File: config.mk
export PLATFORM = sky130hd
export DESIGN_NAME = pipe_hazard_ctrl_flat
export DESIGN_NICKNAME = d
export VERILOG_FILES = /design/src/rtl/pipe_hazard_if.sv /design/src/rtl/pipe_hazard_ctrl.sv /design/src/flat_wrapper.sv
export SDC_FILE = /design/constraint.sdc
export NUM_CORES = 1
export LEC_CHECK = 0
export CAP_MARGIN = 20
export CORE_AREA = 2 2 88 56
export CTS_CLUSTER_DIAMETER = 150
export CTS_CLUSTER_SIZE = 30
export DETAILED_ROUTE_END_ITERATION = 16
export DIE_AREA = 0 0 90 58
export PLACE_DENSITY = 0.87
export SYNTH_ARGS = -nofsm -noshare
export SYNTH_HDL_FRONTEND = slang
export SYNTH_SLANG_ARGS = --single-unit
File: constraint.sdc
create_clock -name clock -period 4.2 [get_ports clock]
set_clock_uncertainty 0.05 [all_clocks]
set_input_delay 1.26 -clock clock [delete_from_list [all_inputs] [get_ports clock]]
set_output_delay 1.26 -clock clock [all_outputs]
set_load 0.03 [all_outputs]
File: src/rtl/pipe_hazard_if.sv
// Hazard-controller bundle: ID-stage operand/destination info, branch outcome,
// and the stall/flush/forward controls returned to the pipeline.
interface pipe_hazard_if;
    logic       id_valid;
    logic [2:0] id_read_addr1;
    logic       id_read_en1;
    logic [2:0] id_read_addr2;
    logic       id_read_en2;
    logic [2:0] id_write_addr;
    logic       id_write_en;
    logic       id_mem_read;
    logic       branch_taken;
    logic       stall;
    logic       flush_if_id;
    logic       flush_id_mex;
    logic [1:0] fwd_sel1;
    logic [1:0] fwd_sel2;

    modport master (
        output id_valid, id_read_addr1, id_read_en1, id_read_addr2, id_read_en2,
               id_write_addr, id_write_en, id_mem_read, branch_taken,
        input  stall, flush_if_id, flush_id_mex, fwd_sel1, fwd_sel2
    );

    modport slave (
        input  id_valid, id_read_addr1, id_read_en1, id_read_addr2, id_read_en2,
               id_write_addr, id_write_en, id_mem_read, branch_taken,
        output stall, flush_if_id, flush_id_mex, fwd_sel1, fwd_sel2
    );
endinterface

File: src/rtl/pipe_hazard_ctrl.sv
// Hazard/sequencing controller for the ID -> MEX -> WB pipeline.
// Define HAZARD_FWD_EN for operand forwarding; otherwise RAW hazards stall until WB retires.
module pipe_hazard_ctrl #(
    parameter int unsigned FLUSH_CYCLES = 1,
    parameter int unsigned CNT_W        = 16
) (
    input  logic             clock,
    input  logic             reset,
    pipe_hazard_if.slave     hz,
    output logic [CNT_W-1:0] stall_count,
    output logic [CNT_W-1:0] flush_count
);

    typedef struct packed {
        logic       valid;
        logic [2:0] addr;
        logic       is_load;
    } sb_entry_t;

    typedef enum logic [0:0] {StRun, StFlush} state_t;

    // FLUSH-state cycles remaining after the branch cycle itself
    localparam logic [1:0] FlushLoad = 2'(FLUSH_CYCLES - 1);

    sb_entry_t        mex_q, mex_d;
    logic             wb_valid_q;
    logic [2:0]       wb_addr_q;
    state_t           state_q, state_d;
    logic [1:0]       fcnt_q, fcnt_d;
    logic [CNT_W-1:0] stall_cnt_q, flush_cnt_q;

    logic       hit_m1, hit_m2, hit_w1, hit_w2;
    logic       flushing, flush_event, raw_stall, stall;
    logic [1:0] sel1, sel2;

    assign hit_m1 = hz.id_read_en1 & mex_q.valid & (hz.id_read_addr1 == mex_q.addr);
    assign hit_m2 = hz.id_read_en2 & mex_q.valid & (hz.id_read_addr2 == mex_q.addr);
    assign hit_w1 = hz.id_read_en1 & wb_valid_q & (hz.id_read_addr1 == wb_addr_q);
    assign hit_w2 = hz.id_read_en2 & wb_valid_q & (hz.id_read_addr2 == wb_addr_q);

    // branch_taken during FLUSH is ignored for sequencing but the flush is already on
    assign flushing = (state_q == StFlush) | hz.branch_taken;

`ifdef HAZARD_FWD_EN
    always_comb begin
        raw_stall = hz.id_valid & mex_q.is_load & (hit_m1 | hit_m2);
        sel1 = 2'b00;
        sel2 = 2'b00;
        if (hit_m1 && !mex_q.is_load) sel1 = 2'b01;
        else if (hit_w1)              sel1 = 2'b10;
        if (hit_m2 && !mex_q.is_load) sel2 = 2'b01;
        else if (hit_w2)              sel2 = 2'b10;
    end
`else
    logic unused_is_load;
    assign unused_is_load = mex_q.is_load;
    assign raw_stall = hz.id_valid & (hit_m1 | hit_m2 | hit_w1 | hit_w2);
    assign sel1 = 2'b00;
    assign sel2 = 2'b00;
`endif

    assign stall           = raw_stall & ~flushing;
    assign hz.stall        = stall;
    assign hz.flush_if_id  = flushing;
    assign hz.flush_id_mex = flushing;
    assign hz.fwd_sel1     = flushing ? 2'b00 : sel1;
    assign hz.fwd_sel2     = flushing ? 2'b00 : sel2;

    always_comb begin
        mex_d         = '0;
        mex_d.valid   = hz.id_valid & hz.id_write_en & ~stall & ~flushing;
        if (mex_d.valid) begin
            mex_d.addr    = hz.id_write_addr;
            mex_d.is_load = hz.id_mem_read;
        end
    end

    always_comb begin
        state_d     = state_q;
        fcnt_d      = fcnt_q;
        flush_event = 1'b0;
        unique case (state_q)
            StRun: begin
                if (hz.branch_taken) begin
                    flush_event = 1'b1;
                    if (FLUSH_CYCLES > 1) begin
                        state_d = StFlush;
                        fcnt_d  = FlushLoad;
                    end
                end
            end
            StFlush: begin
                fcnt_d = fcnt_q - 2'd1;
                if (fcnt_d == 2'd0) state_d = StRun;
            end
            default: state_d = StRun;
        endcase
    end

    always_ff @(posedge clock or posedge reset) begin
        if (reset) begin
            mex_q       <= '0;
            wb_valid_q  <= 1'b0;
            wb_addr_q   <= '0;
            state_q     <= StRun;
            fcnt_q      <= '0;
            stall_cnt_q <= '0;
            flush_cnt_q <= '0;
        end else begin
            mex_q      <= mex_d;
            wb_valid_q <= mex_q.valid;
            wb_addr_q  <= mex_q.addr;
            state_q    <= state_d;
            fcnt_q     <= fcnt_d;
            if (stall && stall_cnt_q != '1) stall_cnt_q <= stall_cnt_q + CNT_W'(1);
            if (flush_event && flush_cnt_q != '1) flush_cnt_q <= flush_cnt_q + CNT_W'(1);
        end
    end

    assign stall_count = stall_cnt_q;
    assign flush_count = flush_cnt_q;

endmodule
File: src/flat_wrapper.sv
// flat-port wrapper written by rule: the top's interface ports become plain ports
module pipe_hazard_ctrl_flat 
#(
    parameter int unsigned FLUSH_CYCLES = 1,
    parameter int unsigned CNT_W        = 16
)
  (clock, reset, stall_count, flush_count, hz_id_valid, hz_id_read_addr1, hz_id_read_en1, hz_id_read_addr2, hz_id_read_en2, hz_id_write_addr, hz_id_write_en, hz_id_mem_read, hz_branch_taken, hz_stall, hz_flush_if_id, hz_flush_id_mex, hz_fwd_sel1, hz_fwd_sel2);
  pipe_hazard_if hz_i ();
  input  logic clock;
  input  logic reset;
  output logic [CNT_W-1:0] stall_count;
  output logic [CNT_W-1:0] flush_count;
  input wire logic [$bits(hz_i.id_valid)-1:0] hz_id_valid;
  input wire logic [$bits(hz_i.id_read_addr1)-1:0] hz_id_read_addr1;
  input wire logic [$bits(hz_i.id_read_en1)-1:0] hz_id_read_en1;
  input wire logic [$bits(hz_i.id_read_addr2)-1:0] hz_id_read_addr2;
  input wire logic [$bits(hz_i.id_read_en2)-1:0] hz_id_read_en2;
  input wire logic [$bits(hz_i.id_write_addr)-1:0] hz_id_write_addr;
  input wire logic [$bits(hz_i.id_write_en)-1:0] hz_id_write_en;
  input wire logic [$bits(hz_i.id_mem_read)-1:0] hz_id_mem_read;
  input wire logic [$bits(hz_i.branch_taken)-1:0] hz_branch_taken;
  output wire logic [$bits(hz_i.stall)-1:0] hz_stall;
  output wire logic [$bits(hz_i.flush_if_id)-1:0] hz_flush_if_id;
  output wire logic [$bits(hz_i.flush_id_mex)-1:0] hz_flush_id_mex;
  output wire logic [$bits(hz_i.fwd_sel1)-1:0] hz_fwd_sel1;
  output wire logic [$bits(hz_i.fwd_sel2)-1:0] hz_fwd_sel2;
  assign hz_i.id_valid = hz_id_valid;
  assign hz_i.id_read_addr1 = hz_id_read_addr1;
  assign hz_i.id_read_en1 = hz_id_read_en1;
  assign hz_i.id_read_addr2 = hz_id_read_addr2;
  assign hz_i.id_read_en2 = hz_id_read_en2;
  assign hz_i.id_write_addr = hz_id_write_addr;
  assign hz_i.id_write_en = hz_id_write_en;
  assign hz_i.id_mem_read = hz_id_mem_read;
  assign hz_i.branch_taken = hz_branch_taken;
  assign hz_stall = hz_i.stall;
  assign hz_flush_if_id = hz_i.flush_if_id;
  assign hz_flush_id_mex = hz_i.flush_id_mex;
  assign hz_fwd_sel1 = hz_i.fwd_sel1;
  assign hz_fwd_sel2 = hz_i.fwd_sel2;
  pipe_hazard_ctrl #(.FLUSH_CYCLES(FLUSH_CYCLES), .CNT_W(CNT_W)) u_core (.clock(clock), .reset(reset), .hz(hz_i), .stall_count(stall_count), .flush_count(flush_count));
endmodule
# Word level (Yosys, flattened, before mapping)
# Cells that the tools add are included.
[op_classes]
add_sub_neg = 3
eq_ne = 6
mux = 5
n_bitwise = 19
reduce_logical = 3
[op_table]
columns = ["cell", "count"]
rows = [
  ["$add 16x1->16 const B", 2],
  ["$ne 16x16->1 const B", 2],
  ["$and 1x1->1", 13],
  ["$eq 3x3->1", 4],
  ["$mux 1", 4],
  ["$mux 4", 1],
  ["$or 1x1->1", 4],
  ["$logic_and 1x1->1", 2],
  ["$logic_not 2->1", 1],
  ["$not 1->1", 2],
  ["$sub 2x1->2 const B", 1],
]
[word_totals]
ff_bits = 43
inputBits = 17
output_inout_bits = 39
wordCells = 44

# Longest topological paths before layout
[logic_depth]
ltp_word = 11
depth_mapped = 7
depth_no_buf = 6

# Worst setup path after synthesis
# OpenSTA, ideal clock, no wires.
[synth_timing]
kind = "input -> output"
start = "input port hz_id_read_addr1[2]"
end = "output port hz_stall"
t_arrival_ps = 2596
required_ps = 2890
slack_ps = 294
stages = 5
path_buffers = 1
path_cell_list = "xor2_1 nor4_1 nor4_4 buf_6 nor2b_1"
[synth_via]
elab_chain_len = 7
elab_cells_between_ends = 9
cone_classes = "eq/ne (2); bitwise (7)"
[synth_lines]
columns = ["item", "line_no", "text"]
rows = [
  ["start, declared", "flat_wrapper.sv:14", "input wire logic [$bits(hz_i.id_read_addr1)-1:0] hz_id_read_addr1;"],
  ["$eq 3x3->1", "pipe_hazard_ctrl.sv:36", "assign hit_m1 = hz.id_read_en1 & mex_q.valid & (hz.id_read_addr1 == mex_q.addr);"],
  ["$and 1x1->1", "pipe_hazard_ctrl.sv:36", ""],
  ["$or 1x1->1", "pipe_hazard_ctrl.sv:57", "assign raw_stall = hz.id_valid & (hit_m1 | hit_m2 | hit_w1 | hit_w2);"],
  ["$or 1x1->1 (*) (2 in series)", "pipe_hazard_ctrl.sv:57", ""],
  ["$and 1x1->1 (*)", "pipe_hazard_ctrl.sv:57", ""],
  ["$and 1x1->1 (*)", "pipe_hazard_ctrl.sv:62", "assign stall = raw_stall & ~flushing;"],
  ["end, declared", "flat_wrapper.sv:22", "output wire logic [$bits(hz_i.stall)-1:0] hz_stall;"],
]
# Every way passes the cells marked *; elsewhere a longest branch is shown, timed or not.

# Worst setup path after layout
# Same ends and word-level chain as after synthesis.

==> impl_metrics.yaml <==
outcome:
  status: "completed"
critical_path:
  critical_path.max_stage_delay_ns: 0.46
  crit_type: "in2out"
  cp_max_fo: 2
  endpoint_kind: "primary output"
  path_cells: "clkdlybuf4s50_1 > xor2_1 > nor4_1 > nor4_4 > nor2b_1 > buf_4"
  worstPathArrival_ns: 2.80
  rr_worst_depth: 6
  startpoint_type: "input pin"
  crit_slowest_cell: "clkdlybuf4s50_1"
  crit_required_ns: 2.89
timing:
  tightest_slew_ns: 0.810
  timing.final.crit_share_pct: 97.9
  fin_crit_ns: 4.11
  finalHoldViolations: 0
  clock.fmax_mhz: 243
  rsz0062_at_grt: "no"
  setup_viol: 0
  relSlewSlack_pct: 46.0
  setup-tns-final_ns: 0
  drv_slew: 0
logic_synthesis:
  yosysTopAreaCellShare_pct: 48.9
  ys_seq_elements: 43
  syn_area_per_cell_um2: 11.1
  synth_area_mm2: 0.00220
  yosysMostFrequentCell: "dfrtp_1"
  async_reset_ff_share_pct: 100
  synthTopCellsByArea: "dfrtp_1 49%, xor2_1 12%, xnor2_1 4.0%, nand2_1 3.1%, nand4_1 2.0%"
  synth_cell_type_count: 44
  synth_seq_area_share_pct: 48.9
  ys_warn_count: 0
  synth_common_cells: "43 x dfrtp_1, 29 x xor2_1, 18 x nand2_1, 10 x xnor2_1"
  synth.largest_area_cell: "dfrtp_1"
  synth-edff-count: 0
  synthCells: 198
  synthFlopType: "dfrtp_1"
power:
  total_power_mw: 1.12
  power.density_mw_per_mm2: 391
  ir_drop_mv: 0.358
  p_leak_nw: 1.30
global_routing:
  grt_use_total_pct: 19.0
  first_global_vias: 1534
  grt_pass1_wl_mm: 7.71
  grt_max_degree: 24
  grt_antenna_before_repair: 0
  grt.overflow.total: 0
floorplanning:
  die_y_um: 58
  die-area_mm2: 0.00522
  placementRows: 19
  fp.dieW_um: 90
  initial_utilization_pct: 49.8
  fp.coreArea_mm2: 0.00442
  ioPinCount: 56
cts:
  postCtsHoldBufs: 0
  cts_tree: "yes"
  post_cts_buffers: 0
  cts_max_path_buffers: 2
  root_buffer: "clkbuf_8"
  numCtsBuffers: 5
  path_clk_slew_ns: 0.09
  numClockSinks: 43
  worstSkewPairLatency_ns: 0.30
  post_cts.resized_instances: 0
  h-tree-depth: 2
routing:
  highest_layer: "met4"
  m1WireLength_mm: 2.30
  drtAntennaViolNets: 0
  wl_met3_um: 230
  dr_wl_met2_mm: 2.06
  via_per_inst: 5.03
  wl_per_cell_um: 14.7
  drt_pre_antenna_iters: 4
  initialDrtViolationCount: 70
  wl_mm: 4.65
  drc: 0
  vias: 1595
placement:
  dp_hpwl_mm: 3.56
  gp_congestion: 0.830
  place.port_buffers: 50
run:
  cap_violations: 0
finish:
  fin_nets: 273
  area_growth_pct: 29.5
  diodes: 0
  drive_gt1_share_pct: 12.6
worst_hold_path:
  hold_path_class: "reg2reg"
  holdPathStages: 0
## cell type report
class	count	area [um^2]
clock buffers	5	68.8
clock inverters	3	20.0
fillers	365	1570
inverters	7	26.3
multi-input cells	142	1050
flip-flops and latches	43	1080
well taps	63	78.8
repair buffers	54	528
## cell families after synthesis
family,count (synthesis),synth area share (%)
DFF,43,48.9
and+or+nand+nor,83,24.7
adders and majority gates,3,1.70
buffers and inverters,16,4.09
AOI/OAI and AO/OA,10,3.35
muxes,3,1.65
other,1,0.170
xor gates and xnor gates,39,15.5
## final timing paths
kind | startpoint | end | slack (ns)
max | hz_id_read_addr1[2] | hz_stall | 0.09
min | u_core.mex_q[4]$_DFF_PP0_ | u_core.wb_valid_q$_DFF_PP0_ | 0.38
max reg2reg | u_core.stall_count[0]$_DFFE_PP0P_ | u_core.stall_count[1]$_DFFE_PP0P_ | 2.00
min reg2reg | u_core.mex_q[4]$_DFF_PP0_ | u_core.wb_valid_q$_DFF_PP0_ | 0.38
max in group asynchronous | reset | u_core.flush_count[0]$_DFFE_PP0P_ | 1.96
min in group asynchronous | reset | u_core.mex_q[2]$_DFF_PP0_ | 1.36
## flip-flops by register name, summed over array words and instances, names as in the netlist
name	flops
u_core.mex_q	4
u_core.state_q	1
u_core.wb_valid_q	1
u_core.flush_count	16
u_core.fcnt_q	2
u_core.stall_count	16
u_core.wb_addr_q	3
## through the flow
| step | hold slack (ns) | setup WS [ns] | cells | cell area, um^2 | utilization [%] |
|---|---|---|---|---|---|
| after floorplan | 0.324 | 0.294 | 201 | 2210 | - |
| after global placement | 0.348 | 0.0693 | 309 | 2760 | 62.3 |
| after detailed placement | 0.360 | 0.0528 | 309 | 2760 | 62.3 |
| after CTS | 0.381 | 0.0434 | 317 | 2850 | 64.3 |
| after global routing | 0.407 | 0.0102 | 317 | 2850 | 64.5 |
| final | 0.384 | 0.0882 | 317 | 2850 | 64.5 |
## metal layers
metal	up-vias	GRT usage (%)
met5	-	0
met4	0	6.15
met3	6	4.94
met2	42	27.7
met1	767	28.1
li1	780	-
## critical path: cells and delay by family
family	cells	cell delay, ns
buffers and inverters	2	0.64
XOR/XNOR	1	0.18
AND/OR/NAND/NOR	3	0.72
## report_power, final
| group | switching [mW] | leakage (nW) | internal, mW |
|---|---|---|---|
| registers | 0.0622 | 0.562 | 0.461 |
| clock network | 0.145 | 0.0402 | 0.116 |
| logic | 0.189 | 0.698 | 0.144 |
| total | 0.396 | 1.30 | 0.721 |
## cells in the final DEF (no fill, tap or decap), drive strengths merged
cell type and instances:
clkdlybuf4s50 49, dfrtp 43, xor2 29, nand2 19
xnor2 10, nor2 9, nand4 9, nand3 8
inv 7, nor4 7, nor3 7, clkbuf 5
buf 5, and3 4, and2 4, conb 4
a21oi 4, and4 3, nor2b 3, ha 3
nor3b 3, clkinvlp 2, or4 2, mux2 2
o21ai 2, nand2b 2, and4b 1, o31ai 1
a31oi 1, mux2i 1, o41a 1, or2 1
or3 1, a211oi 1, clkinv 1
No activity file was read; power rests on OpenSTA's default activity.
